### src/rtl/pool2_collector.sv
// Collects one frame of pooled samples (MAPS maps x PIX samples) into a flat buffer,
// then streams it out in index order over a valid/ready interface.
module pool2_collector #(
  parameter int DATA_W = 12,
  parameter int MAPS   = 12,
  parameter int PIX    = 9,
  parameter int RELU   = 1
) (
  input  logic                     cnn_clk,
  input  logic                     rst_n,
  input  logic                     buffer_en,
  input  logic signed [DATA_W-1:0] max,
  input  logic [3:0]               feature_map_counter,
  input  logic                     fc_ready,
  output logic                     fc_valid,
  output logic signed [DATA_W-1:0] fc_data,
  output logic [6:0]               fc_index,
  output logic                     fc_last,
  output logic                     collect_done,
  output logic                     map_err,
  output logic                     overflow_err
);
  localparam int         DEPTH    = MAPS * PIX;
  localparam logic [6:0] LAST_IDX = 7'(DEPTH - 1);
  localparam logic [6:0] PIX_LAST = 7'(PIX - 1);
  localparam logic [6:0] PIX_W7   = 7'(PIX);
  localparam logic [3:0] MAP_LAST = 4'(MAPS - 1);

  typedef enum logic [1:0] {COLLECT, DRAIN, DONE} state_t;

  state_t                   state_q, state_d;
  logic [6:0]               pix_q, pix_d;
  logic [3:0]               map_q, map_d;
  logic [6:0]               rd_idx_q, rd_idx_d;
  logic                     fc_valid_q, fc_valid_d;
  logic signed [DATA_W-1:0] fc_data_q, fc_data_d;
  logic [6:0]               fc_index_q, fc_index_d;
  logic                     fc_last_q, fc_last_d;
  logic                     done_q, done_d;
  logic                     map_err_q, map_err_d;
  logic                     ovf_q, ovf_d;

  logic signed [DATA_W-1:0] mem_q [DEPTH];
  logic                     wr_en;
  logic [6:0]               wr_addr;
  logic signed [DATA_W-1:0] wr_data;

  function automatic logic signed [DATA_W-1:0] relu(input logic signed [DATA_W-1:0] s);
    if (RELU != 0 && s[DATA_W-1]) return '0;
    return s;
  endfunction

  always_comb begin
    state_d    = state_q;
    pix_d      = pix_q;
    map_d      = map_q;
    rd_idx_d   = rd_idx_q;
    fc_valid_d = fc_valid_q;
    fc_data_d  = fc_data_q;
    fc_index_d = fc_index_q;
    fc_last_d  = fc_last_q;
    done_d     = 1'b0;
    map_err_d  = map_err_q;
    ovf_d      = ovf_q;
    wr_en      = 1'b0;
    wr_addr    = 7'(map_q) * PIX_W7 + pix_q;
    wr_data    = relu(max);
    case (state_q)
      COLLECT: begin
        if (buffer_en) begin
          wr_en = 1'b1;
          if (feature_map_counter != map_q) map_err_d = 1'b1;
          if (pix_q == PIX_LAST) begin
            pix_d = '0;
            if (map_q == MAP_LAST) begin
              map_d    = '0;
              rd_idx_d = '0;
              state_d  = DRAIN;
            end else begin
              map_d = map_q + 4'd1;
            end
          end else begin
            pix_d = pix_q + 7'd1;
          end
        end
      end
      DRAIN: begin
        if (buffer_en) ovf_d = 1'b1;
        // Empty output register loads unconditionally; a full one only on a handshake.
        if (!fc_valid_q || fc_ready) begin
          if (fc_valid_q && fc_last_q) begin
            fc_valid_d = 1'b0;
            fc_last_d  = 1'b0;
            done_d     = 1'b1;
            state_d    = DONE;
          end else begin
            fc_valid_d = 1'b1;
            fc_data_d  = mem_q[rd_idx_q];
            fc_index_d = rd_idx_q;
            fc_last_d  = (rd_idx_q == LAST_IDX);
            rd_idx_d   = rd_idx_q + 7'd1;
          end
        end
      end
      DONE: begin
        if (buffer_en) ovf_d = 1'b1;
        state_d = COLLECT;
      end
      default: state_d = COLLECT;
    endcase
  end

  always_ff @(posedge cnn_clk) begin
    if (!rst_n) begin
      state_q    <= COLLECT;
      pix_q      <= '0;
      map_q      <= '0;
      rd_idx_q   <= '0;
      fc_valid_q <= 1'b0;
      fc_data_q  <= '0;
      fc_index_q <= '0;
      fc_last_q  <= 1'b0;
      done_q     <= 1'b0;
      map_err_q  <= 1'b0;
      ovf_q      <= 1'b0;
    end else begin
      state_q    <= state_d;
      pix_q      <= pix_d;
      map_q      <= map_d;
      rd_idx_q   <= rd_idx_d;
      fc_valid_q <= fc_valid_d;
      fc_data_q  <= fc_data_d;
      fc_index_q <= fc_index_d;
      fc_last_q  <= fc_last_d;
      done_q     <= done_d;
      map_err_q  <= map_err_d;
      ovf_q      <= ovf_d;
    end
  end

  // Frame buffer is not reset; every entry is rewritten before a drain reads it.
  always_ff @(posedge cnn_clk) begin
    if (wr_en) mem_q[wr_addr] <= wr_data;
  end

  assign fc_valid     = fc_valid_q;
  assign fc_data      = fc_data_q;
  assign fc_index     = fc_index_q;
  assign fc_last      = fc_last_q;
  assign collect_done = done_q;
  assign map_err      = map_err_q;
  assign overflow_err = ovf_q;
endmodule

### config.mk
export PLATFORM = sky130hd
export DESIGN_NAME = pool2_collector
export DESIGN_NICKNAME = d
export VERILOG_FILES = /design/src/rtl/pool2_collector.sv
export SDC_FILE = /design/constraint.sdc
export NUM_CORES = 1
export LEC_CHECK = 0
export ABC_CLOCK_PERIOD_IN_PS = 5300
export CORE_ASPECT_RATIO = 0.7
export CORE_UTILIZATION = 27
export DETAILED_ROUTE_END_ITERATION = 8
export GPL_TIMING_DRIVEN = 0
export HOLD_SLACK_MARGIN = 0.03
export MAX_ROUTING_LAYER = met4
export RECOVER_POWER = 25
export SYNTH_ARGS = -nofsm -noshare
export SYNTH_HDL_FRONTEND = slang
export SYNTH_SLANG_ARGS = --single-unit
### constraint.sdc
create_clock -name cnn_clk -period 5.3 [get_ports cnn_clk]
set_clock_uncertainty 0.2 [all_clocks]
set_input_delay 0.53 -clock cnn_clk [delete_from_list [all_inputs] [get_ports cnn_clk]]
set_output_delay 0.53 -clock cnn_clk [all_outputs]
set_load 0.02 [all_outputs]
==> flow_metrics.tcl, run 1 <==
set metrics [dict create \
    design.final.nets 2798 \
    synth-main-ff-cell "sky130_fd_sc_hd__edfxtp_1" \
    areaGrowthSynthToFinish_pct 18.2 \
    p_total_mw 18.8 \
    finalMaxSlewViolations 605 \
    power_density_mw_per_mm2 328 \
    drt-vias-per-instance 5.15 \
    p_leak_nw 16.4 \
    status "complete, but fails checks" \
    achievable-frequency_mhz 200 \
    place_hpwl_um 105000 \
    post-route-drc-count 0 \
    clock_insertion_delay_worst_skew_ns 0.73 \
    grt_pass1_wl_um 202000 \
    clock_tree.htree_level_count 3 \
    via_total_after_detailed_routing 26850 \
    fp.dieArea_mm2 0.182 \
    finish.utilization_pct 32.3 \
    ff_latch_count_synth 1231 \
    global_route.usage.met1_pct 24.3 \
    detailedRoute.firstPassIterationCount 5 \
    dieHeight_um 357 \
    place_ws_ns 0.419 \
    place_congestion 0.998 \
    cts_repair_resize_count 0 \
    cts.clk_slew.worst_paths_ns 0.07 \
    clk_root_buffer_cell "sky130_fd_sc_hd__clkbuf_16" \
    final-setup-viol-count 0 \
    first_global_vias 25525 \
    initialDrtViolationCount 4599 \
    syn_nets 2513 \
    proportion_of_layout_cells_with_a_drive_suffix_above_1_pct 25.0 \
    route.final.wire_length_um 147000 \
    vdd.ir_drop.worst_v 0.000234 \
    cts-hold-fix-buffers 0 \
    area_taken_by_multi_input_logic_gates_mm2 0.0118 \
    core_region_area_mm2 0.178 \
    antenna_violation_net_count_after_detailed_routing 0 \
    avgSynthCellArea_um2 19.6 \
    grt_setup_unrepaired "false" \
    grt_start_max_net_pins 49 \
    avgRoutedWirePerCell_um 28.2 \
    critical_path_class "reg -> reg" \
    worstPathMaxFanout 11 \
    share_of_synthesized_area_occupied_by_flip_flops_and_latches_pct 75.2 \
    ys_warns 0 \
    worst-slew-pin-transition_ns 3.10 \
    tritoncts "done" \
    globalRouteOverflowTotal 0 \
    worst_path_max_delay_cell "sky130_fd_sc_hd__xnor2_1" \
    area.sequential_mm2 0.0365 \
    setup_slack_ns 0.292 \
    globalRouteMet2Util_pct 20.9 \
    numPortBuffers 42 \
    layout_worst_path_cycle_share_pct 94.5 \
    synth-async-reset-ratio_pct 0 \
    grt_antenna_before_repair 5 \
    relative_slew_slack_pct -107 \
    arrival_ns 5.10 \
    groute.usage.overall_pct 16.4 \
    grt_util_met3_pct 5.84 \
    violations "capacitance limit, slew limit" \
    hold_viol_final 0 \
    setup.worst_path.end_class "flip-flop" \
    kind_of_start_point_of_the_critical_path "flip-flop" \
    synth_cell_type_count 56 \
    start_util_pct 27.3 \
    die_w_um 509 \
    maxCapViolCount 17 \
    rows 129 \
    crit_top_cell "sky130_fd_sc_hd__inv_1" \
    cts-buffers-inserted 106 \
    design.portCount 44 \
    timing.critical_path.cells "ha_1, inv_1, fa_1, inv_1, ha_1, inv_1, o21bai_1, a21oi_1, xnor2_1, clkbuf_1, nor2_1" \
    netlist_area_before_placement_mm2 0.0486 \
    synth_edf_count 1188 \
    critPathMaxStageDelay_ns 0.92 \
    cts_setup_buffers 0 \
    finalCriticalPeriod_ns 5.01 \
    hold_path.class "reg -> reg" \
    clock_sink_count 1231 \
    fin_setup_tns_ns 0 \
    final.fill_count 16794 \
    timing.critical_path.required_ns 5.40 \
    grt.busiest_layer "met1" \
    postSynthCellCount 2474 \
    cts.path.max_buffers 3 \
]
## final timing paths
kind,cells after the start,startpoint,endpoint,slack [ns]
worst max-delay path,11,map_q[0],mem_q[73][10],0.29
worst min-delay path,2,fc_index[0],fc_index[0],0.27
worst max register to register,11,map_q[0],mem_q[73][10],0.29
worst min register to register,2,fc_index[0],fc_index[0],0.27
## power by group
part	internal [mW]	switching, mW
clock	4.20	3.62
combinational	0.0719	0.236
sequential	10.7	0.00636
total	14.9	3.86
## cells in the final DEF (no fill, tap or decap), types with 29 or more instances in the layout
cell,n
sky130_fd_sc_hd__edfxtp_1,1188
sky130_fd_sc_hd__mux4_2,229
sky130_fd_sc_hd__mux2i_1,154
sky130_fd_sc_hd__clkbuf_1,109
sky130_fd_sc_hd__clkbuf_16,109
sky130_fd_sc_hd__nor3_2,102
sky130_fd_sc_hd__buf_6,98
sky130_fd_sc_hd__nand2_1,69
sky130_fd_sc_hd__buf_2,50
sky130_fd_sc_hd__dfxtp_1,43
sky130_fd_sc_hd__clkdlybuf4s50_1,40
sky130_fd_sc_hd__o22ai_1,37
sky130_fd_sc_hd__nor2b_1,35
sky130_fd_sc_hd__a22oi_1,34
sky130_fd_sc_hd__a21oi_1,29
sky130_fd_sc_hd__a211oi_1,29
## final cells by class
type                            count  area share, %
Antenna cell                        4         0.0174
Clock inverter                     65          0.959
Buffer                            158           1.36
Sequential cell                  1231           63.7
Clock buffer                      132           4.94
Timing Repair Buffer              177           3.33
Inverter                           18          0.118
Tap cell                         2358           5.14
Multi-Input combinational cell   1067           20.5
## routing by layer
layer	vias up	share of wire, %
met2	1624	40
met1	14184	44
li1	10827	-
met5	-	0
met4	0	2.2
met3	215	14
## kinds of logic (layout without fill, tap and decap cells)
| logic type | Yosys count | after routing | synth area share [%] |
|---|---|---|---|
| AO/OA/AOI/OAI | 267 | 267 | 3.98 |
| XOR/XNOR | 22 | 22 | 0.397 |
| adder cells (fa/ha/maj) | 19 | 19 | 0.520 |
| buffers and inverters | 176 | 550 | 1.75 |
| flip-flops | 1231 | 1231 | 75.2 |
| multiplexers | 410 | 410 | 14.4 |
| other | 1 | 5 | 0.00772 |
| AND/OR/NAND/NOR | 348 | 348 | 3.70 |
## critical path, delay by kind of cell, from the launching register on
family	cells	cell delay [ns]
AOI/OAI and AO/OA	2	0.28
and+or+nand+nor	1	0.60
DFF	1	0.49
buffers and inverters	4	1.09
adders and majority gates	3	0.99
xor gates and xnor gates	1	0.92
## flip-flops by register name (all words and copies together), names as in the netlist
register and count:
mem_q 1188, fc_data 11, fc_index 7, pix_q 7
rd_idx_q 7, map_q 4, state_q 2, collect_done 1
fc_last 1, fc_valid 1, map_err 1, overflow_err 1
## cells in the mapped netlist (34+ instances only)
cell type                  count  area share, %
sky130_fd_sc_hd__a22oi_1      34           0.53
sky130_fd_sc_hd__nand2_1      69           0.53
sky130_fd_sc_hd__edfxtp_1   1188             73
sky130_fd_sc_hd__dfxtp_1      43            1.8
sky130_fd_sc_hd__mux2i_1     154            3.2
sky130_fd_sc_hd__nor2b_1      39           0.50
sky130_fd_sc_hd__buf_2        47           0.48
sky130_fd_sc_hd__mux4_2      229             11
sky130_fd_sc_hd__clkbuf_1     75           0.58
sky130_fd_sc_hd__o22ai_1      37           0.48
sky130_fd_sc_hd__nor3_1      116            1.2
## metrics by stage
step	instance area (um^2)	hold slack (ns)	cells
2_1_floorplan	48600	0.279	2474
3_3_place_gp	51900	0.259	4874
3_5_place_dp	54300	0.262	5007
4_1_cts	57700	0.271	5204
5_1_grt	57400	0.298	5209
6_report	57400	0.270	5210
No activity file was read; power rests on OpenSTA's default activity.
==> run 2, diff against run 1 <==
--- a/config.mk
+++ b/config.mk
@@ -13,6 +13,7 @@
 export HOLD_SLACK_MARGIN = 0.03
 export MAX_ROUTING_LAYER = met4
 export RECOVER_POWER = 25
+export REMOVE_ABC_BUFFERS = 1
 export SYNTH_ARGS = -nofsm -noshare
 export SYNTH_HDL_FRONTEND = slang
 export SYNTH_SLANG_ARGS = --single-unit
==> run 2 against run 1 <==
The flow still finishes with violations (capacitance limit, slew limit). First-iteration DRC count is 34% lower. Routed wire length is 16% lower. Non-clock buffer count is 135 lower. Fmax is 2.8% higher. Sequential share of layout area is 0.21 points lower. Critical path depth is 1 lower. Final cell count is 2.5% lower. Critical path type unchanged.
==> flow_metrics.tcl, run 2 (synthesis gave the netlist of run 1 again) <==
set metrics [dict create \
    grt_antenna_before_repair 3 \
    grt_setup_unrepaired "false" \
    final.fill_count 16687 \
    groute.usage.overall_pct 13.9 \
    min_delay_path_depth 2 \
    stdcell_count 5078 \
    setup.worst_path.end_class "flip-flop" \
    antenna_violation_net_count_after_detailed_routing 0 \
    global_route.usage.met1_pct 20.6 \
    finalCriticalPeriod_ns 4.87 \
    final_cell_mix "1188 x sky130_fd_sc_hd__edfxtp_1, 229 x sky130_fd_sc_hd__mux4_2, 154 x sky130_fd_sc_hd__mux2i_1, 110 x sky130_fd_sc_hd__clkbuf_16, 102 x sky130_fd_sc_hd__nor3_2" \
    vdd.ir_drop.worst_v 0.000265 \
    achievable-frequency_mhz 205 \
    clk_root_buffer_cell "sky130_fd_sc_hd__clkbuf_16" \
    critical_path_class "reg -> reg" \
    clock_sink_count 1231 \
    finish.utilization_pct 32.4 \
    clock_tree.htree_level_count 3 \
    place_inst 4872 \
    cts-hold-fix-buffers 0 \
    largest_register_ff_count 1188 \
    worst_path_max_delay_cell "sky130_fd_sc_hd__nor3_2" \
    globalRouteMet2Util_pct 18.9 \
    design.portCount 44 \
    timing.critical_path.depth 10 \
    critPathMaxStageDelay_ns 0.90 \
    timing.critical_path.cells "ha_1, ha_1, ha_1, nor2b_1, o21a_1, or3_1, nand2_1, nand3b_1, nor3_2, buf_6" \
    layout_commonest_cell "sky130_fd_sc_hd__edfxtp_1" \
    grt.busiest_layer "met1" \
    clock_insertion_delay_worst_skew_ns 0.72 \
    initialDrtViolationCount 3015 \
    cts.clk_slew.worst_paths_ns 0.07 \
    avgRoutedWirePerCell_um 24.4 \
    grt_util_met3_pct 3.84 \
    rows 129 \
    violations "capacitance limit, slew limit" \
    finalMaxSlewViolations 648 \
    cts.path.max_buffers 3 \
    globalRouteOverflowTotal 0 \
    cp-startpoint "map_q[0]" \
    fp.dieArea_mm2 0.182 \
    p_leak_nw 16.3 \
    cpLargestDelayFamily "simple AND/OR/NAND/NOR gates" \
    route.final.wire_length_um 124000 \
    proportion_of_layout_cells_with_a_drive_suffix_above_1_pct 25.4 \
    worstRegToRegCells 10 \
    dieHeight_um 357 \
    final_cell_area_mm2 0.0576 \
    hold_viol_final 0 \
    cts_setup_buffers 0 \
    worstPathMaxFanout 8 \
    via_total_after_detailed_routing 25116 \
    timing.hold.ws_ns 0.249 \
    place_hpwl_um 81400 \
    grt_start_max_net_pins 63 \
    place_congestion 0.801 \
    numPortBuffers 42 \
    relative_slew_slack_pct -47.4 \
    status "complete, but fails checks" \
    drt-vias-per-instance 4.95 \
    tritoncts "done" \
    power_density_mw_per_mm2 334 \
    detailedRoute.firstPassIterationCount 5 \
    post-route-drc-count 0 \
    maxCapViolCount 18 \
    cts-buffers-inserted 108 \
    crit_top_cell "sky130_fd_sc_hd__ha_1" \
    layout_worst_path_cycle_share_pct 91.9 \
    hold_path.class "in -> reg" \
    cts_repair_resize_count 0 \
    registers.top_by_ff_count "mem_q" \
    design.final.nets 2665 \
    areaGrowthSynthToFinish_pct 18.6 \
    first_global_vias 24365 \
    rr_startpoint "map_q[0]" \
    hold_path.startpoint "rst_n" \
    final-setup-viol-count 0 \
    worst-slew-pin-transition_ns 2.21 \
    timing.critical_path.required_ns 5.52 \
    core_region_area_mm2 0.178 \
    cp.buffers_inverters 1 \
    kind_of_start_point_of_the_critical_path "flip-flop" \
    setup_slack_ns 0.430 \
    die_w_um 509 \
    arrival_ns 5.09 \
    grt_pass1_wl_um 178000 \
    placedInstanceArea_mm2 0.0542 \
    place_ws_ns 0.153 \
    start_util_pct 27.3 \
]
## run 2: layout make-up
| class | count | area (um^2) | share of cell area (%) |
|---|---|---|---|
| Sequential cell | 1231 | 36600 | 63.4 |
| Inverter | 18 | 67.6 | 0.117 |
| Clock buffer | 127 | 2840 | 4.92 |
| Multi-Input combinational cell | 1067 | 11800 | 20.5 |
| Antenna cell | 5 | 12.5 | 0.0217 |
| Tap cell | 2358 | 2950 | 5.12 |
| Clock inverter | 72 | 827 | 1.44 |
| Timing Repair Buffer | 200 | 2580 | 4.47 |
## run 2: where the power goes
part / total, mW / internal, mW / switching [mW]
Combinational: 0.308 / 0.0705 / 0.237
Clock: 8.25 / 4.66 / 3.59
Sequential: 10.7 / 10.7 / 0.00691
## run 2: metal layers
metal  vias to the layer above  part of all wire, %
met1                     13353                   46
met2                      1059                   43
li1                      10570                    -
met3                       134                   10
met4                         0                  1.4
met5                         -                    0
## run 2: worst register-to-register path: stages (launching register included)
cell and delay (ns):
sky130_fd_sc_hd__dfxtp_1 0.60, sky130_fd_sc_hd__ha_1 0.32, sky130_fd_sc_hd__ha_1 0.28, sky130_fd_sc_hd__ha_1 0.34, sky130_fd_sc_hd__nor2b_1 0.15, sky130_fd_sc_hd__o21a_1 0.20
sky130_fd_sc_hd__or3_1 0.33, sky130_fd_sc_hd__nand2_1 0.14, sky130_fd_sc_hd__nand3b_1 0.87, sky130_fd_sc_hd__nor3_2 0.91, sky130_fd_sc_hd__buf_6 0.24
## run 2: worst paths after layout
| kind | endpoint | slack (ns) |
|---|---|---|
| max | mem_q[4][3] | 0.43 |
| min | map_err | 0.25 |
| max reg2reg | mem_q[4][3] | 0.43 |
| min reg2reg | map_err | 0.27 |
## run 2: through the flow
stage          setup TNS [ns]  total power, mW
2_1_floorplan         -383.47             11.0
3_3_place_gp         -8132.40             11.2
3_5_place_dp                0             11.2
4_1_cts                     0             19.4
5_1_grt                     0             19.7
6_report                    0             19.2
